==> src/rtl/mux_iot_pkg.sv <==
// mux_iot_pkg: shared types and helpers for the tri-state pad multiplexer.
//   state_t         : handover FSM states (ACTIVE, GUARD)
//   clog2()         : select-width helper, never returns less than 1
//   MUX_IOT_IDLE_IN : value presented on I_O bits that do not own the pad
package mux_iot_pkg;

  typedef enum logic {
    ACTIVE = 1'b0,
    GUARD  = 1'b1
  } state_t;

  localparam logic MUX_IOT_IDLE_IN = 1'b1;

  function automatic int unsigned clog2(input int unsigned n);
    int unsigned w;
    w = 1;
    while ((32'd1 << w) < n) w++;
    return w;
  endfunction

endpackage

==> src/rtl/mux_iot_sync2.sv <==
// mux_iot_sync2: 1-bit two-flop synchronizer for the pad input path.
//   clk, rst : clock and asynchronous active-high reset
//   d        : asynchronous input
//   q        : synchronized output (RST_VAL while in reset)
module mux_iot_sync2 #(
  parameter logic RST_VAL = 1'b1
) (
  input  logic clk,
  input  logic rst,
  input  logic d,
  output logic q
);

  logic meta;

  always_ff @(posedge clk or posedge rst) begin
    if (rst) begin
      meta <= RST_VAL;
      q    <= RST_VAL;
    end else begin
      meta <= d;
      q    <= meta;
    end
  end

endmodule

==> src/rtl/mux_iot_sw.sv <==
// mux_iot_sw: N-channel tri-state pad multiplexer with guarded handover.
// One bidirectional pad (T_O/O_O/I_I) is shared among CH_NUM users; every
// channel change (and reset release) holds the pad high-Z for GUARD_CYC cycles.
//   CLK_I, RST_I   : clock, asynchronous active-high reset
//   SEL_I, SEL_VLD_I : requested channel and request strobe
//   SEL_BUSY_O     : handover in progress (requests ignored)
//   SEL_ERR_O      : one-cycle pulse for an out-of-range request
//   CUR_SEL_O      : channel currently owning the pad
//   T_I, O_I, I_O  : per-channel tristate enable, output data, input data
//   T_O, O_O, I_I  : pad tristate enable, output data, input data
// Optional macro MUX_IOT_ISYNC_EN: passes I_I through a 2-flop synchronizer.
module mux_iot_sw
  import mux_iot_pkg::*;
#(
  parameter  int unsigned CH_NUM    = 4,
  parameter  int unsigned GUARD_CYC = 4,
  parameter  int unsigned INIT_CH   = 0,
  localparam int unsigned SEL_W     = clog2(CH_NUM)
) (
  input  logic              CLK_I,
  input  logic              RST_I,
  input  logic [SEL_W-1:0]  SEL_I,
  input  logic              SEL_VLD_I,
  output logic              SEL_BUSY_O,
  output logic              SEL_ERR_O,
  output logic [SEL_W-1:0]  CUR_SEL_O,
  input  logic [CH_NUM-1:0] T_I,
  input  logic [CH_NUM-1:0] O_I,
  output logic [CH_NUM-1:0] I_O,
  output logic              T_O,
  output logic              O_O,
  input  logic              I_I
);

  localparam logic [SEL_W-1:0] INIT_SEL   = SEL_W'(INIT_CH);
  localparam logic [7:0]       GUARD_LAST = (GUARD_CYC == 0) ? 8'd0 : 8'(GUARD_CYC - 1);
  localparam state_t           RST_STATE  = (GUARD_CYC == 0) ? ACTIVE : GUARD;

  state_t           state;
  logic [7:0]       cnt;
  logic [SEL_W-1:0] cur_sel;
  logic [SEL_W-1:0] next_sel;
  logic             sel_bad;
  logic             pad_in;

  assign sel_bad = (32'(SEL_I) >= CH_NUM);

  always_ff @(posedge CLK_I or posedge RST_I) begin
    if (RST_I) begin
      state     <= RST_STATE;
      cnt       <= GUARD_LAST;
      cur_sel   <= INIT_SEL;
      next_sel  <= INIT_SEL;
      SEL_ERR_O <= 1'b0;
    end else begin
      SEL_ERR_O <= 1'b0;
      case (state)
        ACTIVE: begin
          if (SEL_VLD_I) begin
            if (sel_bad) begin
              SEL_ERR_O <= 1'b1;
            end else if (SEL_I != cur_sel) begin
              if (GUARD_CYC == 0) begin
                cur_sel <= SEL_I;
              end else begin
                next_sel <= SEL_I;
                cnt      <= GUARD_LAST;
                state    <= GUARD;
              end
            end
          end
        end
        GUARD: begin
          // Requests are dropped here; only the counter runs.
          if (cnt == 8'd0) begin
            cur_sel <= next_sel;
            state   <= ACTIVE;
          end else begin
            cnt <= cnt - 8'd1;
          end
        end
        default: state <= GUARD;
      endcase
    end
  end

`ifdef MUX_IOT_ISYNC_EN
  mux_iot_sync2 #(
    .RST_VAL(MUX_IOT_IDLE_IN)
  ) u_isync (
    .clk(CLK_I),
    .rst(RST_I),
    .d  (I_I),
    .q  (pad_in)
  );
`else
  assign pad_in = I_I;
`endif

  // Gating uses the registered state/cur_sel only, so idle I_O bits are
  // forced immediately even when the pad input path is synchronized.
  always_comb begin
    T_O = 1'b1;
    O_O = 1'b0;
    I_O = {CH_NUM{MUX_IOT_IDLE_IN}};
    if (state == ACTIVE) begin
      T_O          = T_I[cur_sel];
      O_O          = O_I[cur_sel];
      I_O[cur_sel] = pad_in;
    end
  end

  assign SEL_BUSY_O = (state == GUARD);
  assign CUR_SEL_O  = cur_sel;

endmodule

==> config.mk <==
export PLATFORM = sky130hd
export DESIGN_NAME = mux_iot_sw
export DESIGN_NICKNAME = d
export VERILOG_FILES = /design/src/rtl/mux_iot_pkg.sv /design/src/rtl/mux_iot_sync2.sv /design/src/rtl/mux_iot_sw.sv
export SDC_FILE = /design/constraint.sdc
export NUM_CORES = 1
export LEC_CHECK = 0
export CELL_PAD_IN_SITES_DETAIL_PLACEMENT = 0
export CELL_PAD_IN_SITES_GLOBAL_PLACEMENT = 2
export CORE_MARGIN = 2
export CORE_UTILIZATION = 30
export CTS_CLUSTER_DIAMETER = 150
export DETAILED_ROUTE_END_ITERATION = 7
export HOLD_SLACK_MARGIN = 0.02
export PLACE_DENSITY = 0.87
export SLEW_MARGIN = 20
export SYNTH_ARGS = -nofsm -noshare
export SYNTH_HDL_FRONTEND = slang
export SYNTH_SLANG_ARGS = --single-unit
==> constraint.sdc <==
create_clock -name CLK_I -period 3.4 [get_ports CLK_I]
set_input_delay 0.51 -clock CLK_I [delete_from_list [all_inputs] [get_ports CLK_I]]
set_output_delay 0.51 -clock CLK_I [all_outputs]
set_load 0.01 [all_outputs]
## Yosys cells after proc, flatten, opt, wreduce, memory -nomap -nowiden

Index checks and enable logic that the tools add are counted.

| operators by class | value |
|---|---|
| shift-type cells | 0 |
| $lt $le $gt $ge | 2 |
| add/sub/neg operators | 1 |
| bitwise operators | 3 |
| multipliers | 0 |
| reductions and logical operators | 5 |
| equal/unequal tests | 4 |
| muxes and demuxes | 17 |
| div/mod/pow operators | 0 |

Operators with widths:

| cell | count |
|---|---|
| 2-to-1 mux 8 bit | 3 |
| case mux 8 bit (2 select lines) | 1 |
| zero test 8 bit | 1 |
| 2-to-1 mux 1 bit | 8 |
| subtractor 8 x 1 -> 8 bit (second input constant) | 1 |
| != test 2 bit (second input constant) | 3 |
| AND reduction 3 bit | 2 |
| binary-select mux 1 bit (select 2 bit) | 2 |
| 2-to-1 mux 4 bit | 1 |
| inverter 4 bit | 1 |
| bitwise OR 4 bit | 1 |
| less-than comparator 2 x 3 -> 1 bit (second input constant) | 1 |
| demux 1 bit (select 2 bit) | 1 |
| >= comparator 2 x 1 -> 1 bit (second input constant) | 1 |
| != test 2 bit | 1 |
| case mux 1 bit (2 select lines) | 1 |
| AND reduction 2 bit | 1 |
| logical AND 1 bit | 1 |
| inverter 1 bit | 1 |

| storage, ports and cells | value |
|---|---|
| register bits after elaboration | 13 |
| latch bits | 0 |
| bits in read-only memories | 0 |
| memories kept | 0 |
| bits of input ports | 14 |
| output and inout bits | 10 |
| word-level logic and storage cells | 36 |
| bits in writable memories | 0 |

## Depth between registers and ports, before layout

Gate-level depths: netlist of the first run.

| logic depth | value |
|---|---|
| depth after elaboration | 7 |
| depth in mapped cells | 5 |

## Worst setup path after synthesis of the first run

OpenSTA, ideal clock, no wires.

| timing path | value |
|---|---|
| path kind | register to output |
| start point | register cur_sel[0] (netlist: CUR_SEL_O[0]) |
| end point | output port T_O |
| required time | 2890 ps |
| buffers on the path | 1 |
| stages on the path, launching flop included | 4 |
| data arrival time | 1479 ps |
| slack | 1411 ps |
| path through | dfrtp_1 > clkbuf_1 > mux4_2 > or2_2 |

| on the way | value |
|---|---|
| word-level cells in the longest chain between the ends | 3 |

RTL lines:

| element | line | source |
|---|---|---|
| from (decl) | mux_iot_sw.sv:41 | `logic [SEL_W-1:0] cur_sel;` |
| from (signal assigned) | mux_iot_sw.sv:76 | `cur_sel <= next_sel;` |
| binary-select mux 1 bit (select 2 bit) | mux_iot_sw.sv:107 | `T_O = T_I[cur_sel];` |
| 2-to-1 mux 1 bit (not written as such) | mux_iot_sw.sv:107 |  |
| 2-to-1 mux 1 bit | mux_iot_sw.sv:106 | `if (state == ACTIVE) begin` |
| to (decl) | mux_iot_sw.sv:30 | `output logic T_O,` |

No other way between the ends. The select of a mux whose other input is x is not followed.

## Worst setup path in the final report of the first run

| timing path | value |
|---|---|
| start point | input port T_I[3] |
| end point | output port T_O |

| on the way | value |
|---|---|
| word-level cells in the longest chain between the ends | 3 |

RTL lines:

| element | line | source |
|---|---|---|
| from (decl) | mux_iot_sw.sv:27 | `input logic [CH_NUM-1:0] T_I,` |
| binary-select mux 1 bit (select 2 bit) | mux_iot_sw.sv:107 |  |
| 2-to-1 mux 1 bit (not written as such) | mux_iot_sw.sv:107 |  |
| 2-to-1 mux 1 bit | mux_iot_sw.sv:106 |  |

No other way between the ends. The select of a mux whose other input is x is not followed.

==> metrics.json, run 1 <==
{
  "status": {
    "result_of_the_run": "finished, final reports clean"
  },
  "clock_network": {
    "cts_tree": "built",
    "cts-root-to-sink-buffers": 2,
    "num_cts_buffers": 3,
    "cts.clk_slew.worst_paths_ns": 0.08,
    "cts.htree.levels": 1,
    "clock_latency_ns": 0.27,
    "cts_repair_resize_count": 0,
    "tritoncts_num_sinks": 13,
    "cts.repair_timing.setup_buffer_count": 0,
    "root_buffer": "sky130_fd_sc_hd__clkbuf_4",
    "holdBufCountCts": 0
  },
  "synthesis": {
    "yosys_warning_count": 0,
    "syn-cell-area_sq_um": 830,
    "synth_fp_nets": 98,
    "avgSynthCellArea_sq_um": 10.1,
    "synth_seq_cells": 13,
    "synth_cells": 82,
    "yosysUniqueCellTypes": 39,
    "yosysSeqAreaShare_pct": 39.7
  },
  "sta": {
    "final_setup_fails": 0,
    "max-slew-margin-rel_pct": 51.2,
    "drv_slew": 0,
    "hold_violations": 0,
    "rsz0062_at_grt": "false",
    "achievable-frequency_mhz": 383,
    "skew_ns": 0.000285,
    "min_period_over_period_pct": 76.9,
    "worst-slew-pin-transition_ns": 0.730,
    "timing.setup.tns_ns": 0,
    "final_period_minus_worst_setup_slack_ns": 2.61
  },
  "global_route": {
    "grt_antenna_before_repair": 0,
    "global_route_wire_length_before_repair_microns": 3390,
    "grtUsageMet3_pct": 1.38,
    "grt_pass1_vias": 755,
    "grt_util_all_layers_pct": 13.3,
    "grt_busiest_layer": "met2",
    "global_routing_met2_resource_utilization_pct": 22.9,
    "met1_usage_pct": 16.9,
    "globalRoute.totalOverflow": 0,
    "grt_start_max_net_pins": 18
  },
  "critical_path": {
    "timing.critical_path.cells": "clkdlybuf4s50_1 > mux4_2 > or2_2 > clkdlybuf4s50_1",
    "crit_path_max_fanout": 1,
    "critical_path.max_stage_delay_ns": 0.48,
    "critical_path_arrival_ns": 2.10,
    "cell_family_contributing_the_most_delay_on_the_critical_path": "buffers and inverters",
    "crit_top_cell": "sky130_fd_sc_hd__clkdlybuf4s50_1",
    "critPathBufInv": 2,
    "timing.critical_path.to_type": "primary output",
    "crit_slowest_cell": "sky130_fd_sc_hd__clkdlybuf4s50_1",
    "worst_setup_path_start_kind": "input port",
    "r2r_slack_ns": 1.38,
    "worstPathRequired_ns": 2.89,
    "critPathKind": "input port to primary output"
  },
  "detailed_routing": {
    "detail_route.drc_violations": 0,
    "drt_first_pass_iters": 4,
    "drt.antenna.violating_nets": 0,
    "detail_route.vias_per_cell": 5.26,
    "initialDrtViolationCount": 5,
    "vias": 716,
    "routedWlPerCell_microns": 13.9,
    "drt_wl_total_microns": 1900
  },
  "place": {
    "dp.final_hpwl_microns": 1440,
    "io_buffer_count": 22,
    "dpl_cell_area_sq_mm": 0.00108,
    "place_congestion": 0.767
  },
  "finish": {
    "final_layout_size_suffix_gt1_share_pct": 19.0,
    "final_cell_mix": "22 x sky130_fd_sc_hd__clkdlybuf4s50_1, 10 x sky130_fd_sc_hd__dfrtp_1, 5 x sky130_fd_sc_hd__o21ai_0, 5 x sky130_fd_sc_hd__a21oi_1, 5 x sky130_fd_sc_hd__nand2_1",
    "area_taken_by_multi_input_logic_gates_sq_um": 469,
    "syn2layout_area_growth_pct": 32.9,
    "finish.utilization_pct": 41.0,
    "fillCellCount": 277,
    "final_cell_area_sq_mm": 0.00110,
    "finish.net_count": 122,
    "diodes": 0,
    "final_common_cell": "sky130_fd_sc_hd__clkdlybuf4s50_1",
    "sequential_cell_area_sq_um": 329
  },
  "power": {
    "vdd_drop_max_mv": 0.479,
    "combinationalPowerShare_pct": 48.8,
    "cellPowerDensity_mw_per_mm2": 806,
    "cellInternalPower_w": 0.000534,
    "clock_group_share_of_total_power_pct": 10.7,
    "switching_share_pct": 39.9,
    "power.share.sequential_pct": 40.5,
    "p_switching_w": 0.000354,
    "leakagePower_nw": 0.427
  },
  "die": {
    "chipHeight_microns": 56.6,
    "std_cell_rows": 19,
    "initial_core_util_pct": 30.9,
    "top_level_ports": 24,
    "width_of_the_die_microns": 56.6,
    "die_footprint_sq_mm": 0.00320,
    "core_area_sq_mm": 0.00269
  },
  "job": {
    "cap_viol_max_count": 0
  },
  "min_path": {
    "worstHoldPathType": "register to register"
  }
}
-- synth_stat cells --
library cell	instances	area, sq um
sky130_fd_sc_hd__clkbuf_1	2	7.51
sky130_fd_sc_hd__or4b_2	1	10.0
sky130_fd_sc_hd__or2_2	2	12.5
sky130_fd_sc_hd__nand3_1	4	20.0
sky130_fd_sc_hd__or4_1	2	15.0
sky130_fd_sc_hd__nand2_1	5	18.8
sky130_fd_sc_hd__nand3b_1	1	7.51
sky130_fd_sc_hd__dfrtp_1	10	250
sky130_fd_sc_hd__o2111ai_1	1	8.76
sky130_fd_sc_hd__conb_1	1	3.75
sky130_fd_sc_hd__a211oi_1	1	7.51
sky130_fd_sc_hd__or3b_2	1	8.76
sky130_fd_sc_hd__a21oi_1	5	25.0
sky130_fd_sc_hd__a211o_1	2	17.5
sky130_fd_sc_hd__mux2_2	4	45.0
sky130_fd_sc_hd__buf_4	1	7.51
sky130_fd_sc_hd__nor4_1	1	6.26
sky130_fd_sc_hd__nand4bb_1	1	11.3
sky130_fd_sc_hd__o21a_1	1	7.51
sky130_fd_sc_hd__mux4_2	2	45.0
sky130_fd_sc_hd__dfstp_2	3	78.8
sky130_fd_sc_hd__xor2_1	2	17.5
sky130_fd_sc_hd__or4_4	1	11.3
sky130_fd_sc_hd__o21ai_0	5	25.0
sky130_fd_sc_hd__or4b_1	1	10.0
sky130_fd_sc_hd__nand4b_1	1	8.76
sky130_fd_sc_hd__ha_1	2	25.0
sky130_fd_sc_hd__buf_2	1	5.00
sky130_fd_sc_hd__inv_1	3	11.3
sky130_fd_sc_hd__nand2b_1	1	6.26
sky130_fd_sc_hd__o211ai_1	1	7.51
sky130_fd_sc_hd__nor3b_1	1	7.51
sky130_fd_sc_hd__a31oi_1	1	6.26
sky130_fd_sc_hd__nor2_1	2	7.51
sky130_fd_sc_hd__nor2b_1	4	25.0
sky130_fd_sc_hd__a21bo_2	1	10.0
sky130_fd_sc_hd__a31o_2	1	8.76
sky130_fd_sc_hd__nor4b_1	2	17.5
sky130_fd_sc_hd__nor3_1	1	5.00
-- path summary, 6_finish.rpt --
check,from,end,cells past startpoint
max in group asynchronous,RST_I,SEL_BUSY_O,2
setup reg to reg,cnt[0],CUR_SEL_O[1],5
hold reg to reg,next_sel[1],next_sel[1],1
hold / removal,next_sel[1],next_sel[1],1
min in group asynchronous,RST_I,next_sel[1],2
setup / recovery,T_I[3],T_O,4
-- stage by stage --
| stage | cells | setup slack [ns] | power [W] | hold slack, ns |
|---|---|---|---|---|
| 5_1_grt | 136 | 0.707 | 0.000970 | 0.536 |
| 3_3_place_gp | 132 | 0.791 | 0.000785 | 0.484 |
| 4_1_cts | 136 | 0.783 | 0.000898 | 0.518 |
| 2_1_floorplan | 82 | 1.41 | 0.000639 | 0.385 |
| 6_report | 136 | 0.787 | 0.000888 | 0.516 |
| 3_5_place_dp | 132 | 0.788 | 0.000798 | 0.499 |
-- area by class of cell --
| class | count | area share [%] |
|---|---|---|
| clock buffers | 4 | 2.38 |
| flip-flops and latches | 13 | 29.9 |
| repair buffers | 23 | 20.7 |
| multi-input cells | 62 | 42.6 |
| inverters | 3 | 1.02 |
| well taps | 31 | 3.52 |
-- logic make-up (layout without fill, tap and decap cells) --
logic type	after synthesis	in the layout	synth area share [%]
muxes	6	6	10.9
and+or+nand+nor	32	32	25.2
AOI/OAI and AO/OA	19	19	14.9
buffers and inverters	7	30	3.77
DFF	13	13	39.7
other	1	1	0.452
adders and majority gates	2	2	3.02
xor gates and xnor gates	2	2	2.11
-- routing by layer --
layer	vias to the layer above	part of all wire [%]	routed length [microns]
li1	353	-	-
met4	0	0.53	10
met1	351	45	850
met2	10	52	984
met3	2	2.6	50
met5	-	0	0
-- flip-flops by register name, indices dropped and copies added, names as in the netlist --
| name | cells |
|---|---|
| next_sel | 2 |
| SEL_BUSY_O | 1 |
| CUR_SEL_O | 2 |
| cnt | 8 |
-- power by group through the flow --
| stage | Combinational [W] | Sequential (W) | Clock, W |
|---|---|---|---|
| finish | 0.000433 | 0.000360 | 0.0000951 |
| global route | 0.000484 | 0.000380 | 0.000106 |
| CTS | 0.000437 | 0.000360 | 0.000101 |
| detailed placement | 0.000435 | 0.000363 | 0 |
| global placement | 0.000424 | 0.000361 | 0 |
| floorplan | 0.000330 | 0.000309 | 0 |
Note: power is estimated with default switching activity, not from simulation.
==> inputs of run 2 (changes only) <==
Settings changed: CORE_UTILIZATION 30 to 25, PLACE_DENSITY 0.87 to 0.78.
Clock period 3.4 ns to 2.1 ns, I/O delays scaled along.
==> run 2 against run 1 <==
Design area increased by 5.9%. Critical path depth decreased by 1. Die area increased by 19%. Via count decreased by 0.84%. Final cell count increased by 13%. First-iteration DRC count increased to 4.2 times the previous value. Clock power increased by 72%. Sequential cell count unchanged. Critical path type is now register to primary output.
==> metrics.json, run 2 (synthesis results as in run 1) <==
{
  "finish": {
    "final_cell_area": {"value": 0.00117, "unit": "sq mm", "change": "+5.9%"},
    "final_cell_mix": "19 x sky130_fd_sc_hd__clkdlybuf4s50_1, 10 x sky130_fd_sc_hd__dfrtp_1, 6 x sky130_fd_sc_hd__buf_4",
    "fillCellCount": {"value": 335, "change": "+21%"},
    "final_layout_size_suffix_gt1_share": {"value": 26.4, "unit": "%", "change": "+7.3 points"},
    "final_common_cell": "sky130_fd_sc_hd__clkdlybuf4s50_1",
    "finish.utilization": {"value": 37.6, "unit": "%", "change": "-3.4 points"},
    "syn2layout_area_growth_pct": 40.7,
    "max_flop_register": "cnt",
    "number_of_flip_flops_in_the_largest_register": {"value": 8, "change": "unchanged"},
    "finish.net_count": {"value": 127, "change": "+4.1%"},
    "diodes": {"value": 0, "change": "unchanged"}
  },
  "global_route": {
    "globalRoute.totalOverflow": {"value": 0, "change": "unchanged"},
    "grt_pass1_vias": {"value": 736, "change": "-2.5%"},
    "grt_start_max_net_pins": {"value": 18, "change": "unchanged"},
    "grt_util_all_layers": {"value": 12.6, "unit": "%", "change": "-0.68 points"},
    "global_route_wire_length_before_repair": {"value": 3480, "unit": "microns", "change": "+2.7%"},
    "grt_antenna_before_repair": {"value": 0, "change": "unchanged"}
  },
  "place": {
    "dp.final_hpwl": {"value": 1460, "unit": "microns", "change": "+1.7%"},
    "place_congestion": {"value": 0.743, "change": "-3.2%"},
    "io_buffer_count": {"value": 22, "change": "unchanged"},
    "dpl_cell_area": {"value": 0.00111, "unit": "sq mm", "change": "+3.6%"}
  },
  "clock_network": {
    "clock_latency": {"value": 0.28, "unit": "ns", "change": "about the same"},
    "cts_tree": "built",
    "root_buffer": "sky130_fd_sc_hd__clkbuf_4",
    "num_cts_buffers": {"value": 3, "change": "unchanged"},
    "holdBufCountCts": {"value": 0, "change": "unchanged"},
    "cts.clk_slew.worst_paths": {"value": 0.10, "unit": "ns", "change": "+0.02 ns"},
    "cts-root-to-sink-buffers": {"value": 2, "change": "unchanged"},
    "cts.htree.levels": {"value": 1, "change": "unchanged"},
    "tritoncts_num_sinks": {"value": 13, "change": "unchanged"}
  },
  "critical_path": {
    "worstPathRequired": {"value": 1.78, "unit": "ns", "change": "-1.11 ns"},
    "critical_path_arrival": {"value": 1.72, "unit": "ns", "change": "-0.38 ns"},
    "timing.critical_path.to_type": "primary output",
    "critPathKind": "register to primary output",
    "crit_path_max_fanout": {"value": 17, "change": "+16"},
    "worst_setup_path_start_kind": "register"
  },
  "sta": {
    "achievable-frequency_mhz": 490,
    "worst-slew-pin-transition": {"value": 0.534, "unit": "ns", "change": "-0.196 ns"},
    "max-slew-margin-rel": {"value": 64.4, "unit": "%", "change": "+13 points"},
    "final_period_minus_worst_setup_slack_ns": 2.04,
    "hold_violations": {"value": 0, "change": "unchanged"},
    "skew": {"value": 0.0124, "unit": "ns", "change": "+0.0121 ns"},
    "final_setup_fails": {"value": 0, "change": "unchanged"},
    "whs": {"value": 0.358, "unit": "ns", "change": "-0.158 ns"},
    "timing.setup.tns": {"value": 0, "unit": "ns", "change": "unchanged"},
    "min_period_over_period_pct": 97.1,
    "drv_slew": {"value": 0, "change": "unchanged"},
    "rsz0062_at_grt": "false"
  },
  "die": {
    "die_footprint": {"value": 0.00380, "unit": "sq mm", "change": "+19%"},
    "width_of_the_die": {"value": 61.6, "unit": "microns", "change": "+8.9%"},
    "core_area": {"value": 0.00310, "unit": "sq mm", "change": "+16%"},
    "chipHeight": {"value": 61.6, "unit": "microns", "change": "+8.9%"},
    "top_level_ports": {"value": 24, "change": "unchanged"},
    "initial_core_util": {"value": 26.7, "unit": "%", "change": "-4.1 points"},
    "std_cell_rows": {"value": 20, "change": "+1"}
  },
  "min_path": {
    "worstHoldPathType": "input port to asynchronous set/reset pin"
  },
  "detailed_routing": {
    "detail_route.vias_per_cell": {"value": 4.61, "change": "-12%"},
    "vias": {"value": 710, "change": "-0.84%"},
    "drt_first_pass_iters": {"value": 2, "change": "-2"},
    "detail_route.drc_violations": {"value": 0, "change": "unchanged"},
    "routedWlPerCell": {"value": 12.7, "unit": "microns", "change": "-9.2%"},
    "initialDrtViolationCount": {"value": 21, "change": "+16"},
    "drt_wl_total": {"value": 1950, "unit": "microns", "change": "+2.8%"},
    "drt.antenna.violating_nets": {"value": 0, "change": "unchanged"}
  },
  "power": {
    "overall_power_after_layout": {"value": 0.00150, "unit": "W", "change": "+68%"},
    "leakagePower": {"value": 0.463, "unit": "nW", "change": "+8.5%"},
    "cellPowerDensity": {"value": 1280, "unit": "mW/mm^2", "change": "+59%"},
    "vdd_drop_max": {"value": 0.250, "unit": "mV", "change": "-48%"}
  },
  "job": {
    "cap_viol_max_count": {"value": 0, "change": "unchanged"}
  },
  "status": {
    "result_of_the_run": "finished, final reports clean"
  }
}
[run 2: worst max-delay path, cell delays in order (launching register included)]
cell                              delay (ns)
sky130_fd_sc_hd__dfstp_4                0.72
sky130_fd_sc_hd__nor2_1                 0.09
sky130_fd_sc_hd__nand3b_1               0.09
sky130_fd_sc_hd__clkdlybuf4s50_1        0.54
[run 2: through the flow]
| stage | worst slack [ns] | instances |
|---|---|---|
| 5_1_grt | 0.0000280 | 154 |
| 6_report | 0.0606 | 154 |
| 3_3_place_gp | -0.120 | 148 |
| 3_5_place_dp | -0.128 | 148 |
| 2_1_floorplan | 0.306 | 82 |
| 4_1_cts | 0.0146 | 154 |
[run 2: report_power, final]
| part | total (W) | leakage, nW | switching [W] | internal [W] |
|---|---|---|---|---|
| sequential | 0.000561 | 0.159 | 0.000164 | 0.000398 |
| clock | 0.000164 | 0.0177 | 0.0000939 | 0.0000706 |
| combinational | 0.000771 | 0.287 | 0.000333 | 0.000437 |
| total | 0.00150 | 0.463 | 0.000591 | 0.000905 |
[run 2: area by class of cell]
type	count	area, sq um	share of cell area [%]
flip-flops and latches	13	333	28.5
multi-input cells	62	479	41.1
well taps	44	55.1	4.72
clock buffers	3	22.5	1.93
clock inverters	1	5.00	0.429
inverters	3	11.3	0.965
repair buffers	28	262	22.4
[run 2: metal layers]
layer,wire length (microns),vias to the layer above,track usage [%]
li1,-,361,-
met1,937,344,17.2
met2,963,3,19.7
met3,20,2,1.26
met4,27,0,6.38
met5,0,-,0
[run 2: path summary, 6_finish.rpt]
path                       slack (ns)      endpoint  cells past startpoint   startpoint
min in group CLK_I               0.51  CUR_SEL_O[1]                      1  next_sel[1]
min                              0.36        cnt[2]                      2        RST_I
max                              0.06        I_O[2]                      3   SEL_BUSY_O
max reg2reg                      0.25        cnt[3]                      3   SEL_BUSY_O
max in group asynchronous        1.37        cnt[7]                      2        RST_I
min reg2reg                      0.51  CUR_SEL_O[1]                      1  next_sel[1]
[run 2: repair_timing]
action / 4_1_cts / 5_1_grt
buffers inserted: 2 / 0
endpoints found under the setup margin: 2 / 7
resized for setup: 3 / 5
hold endpoints to repair: 0 / 0
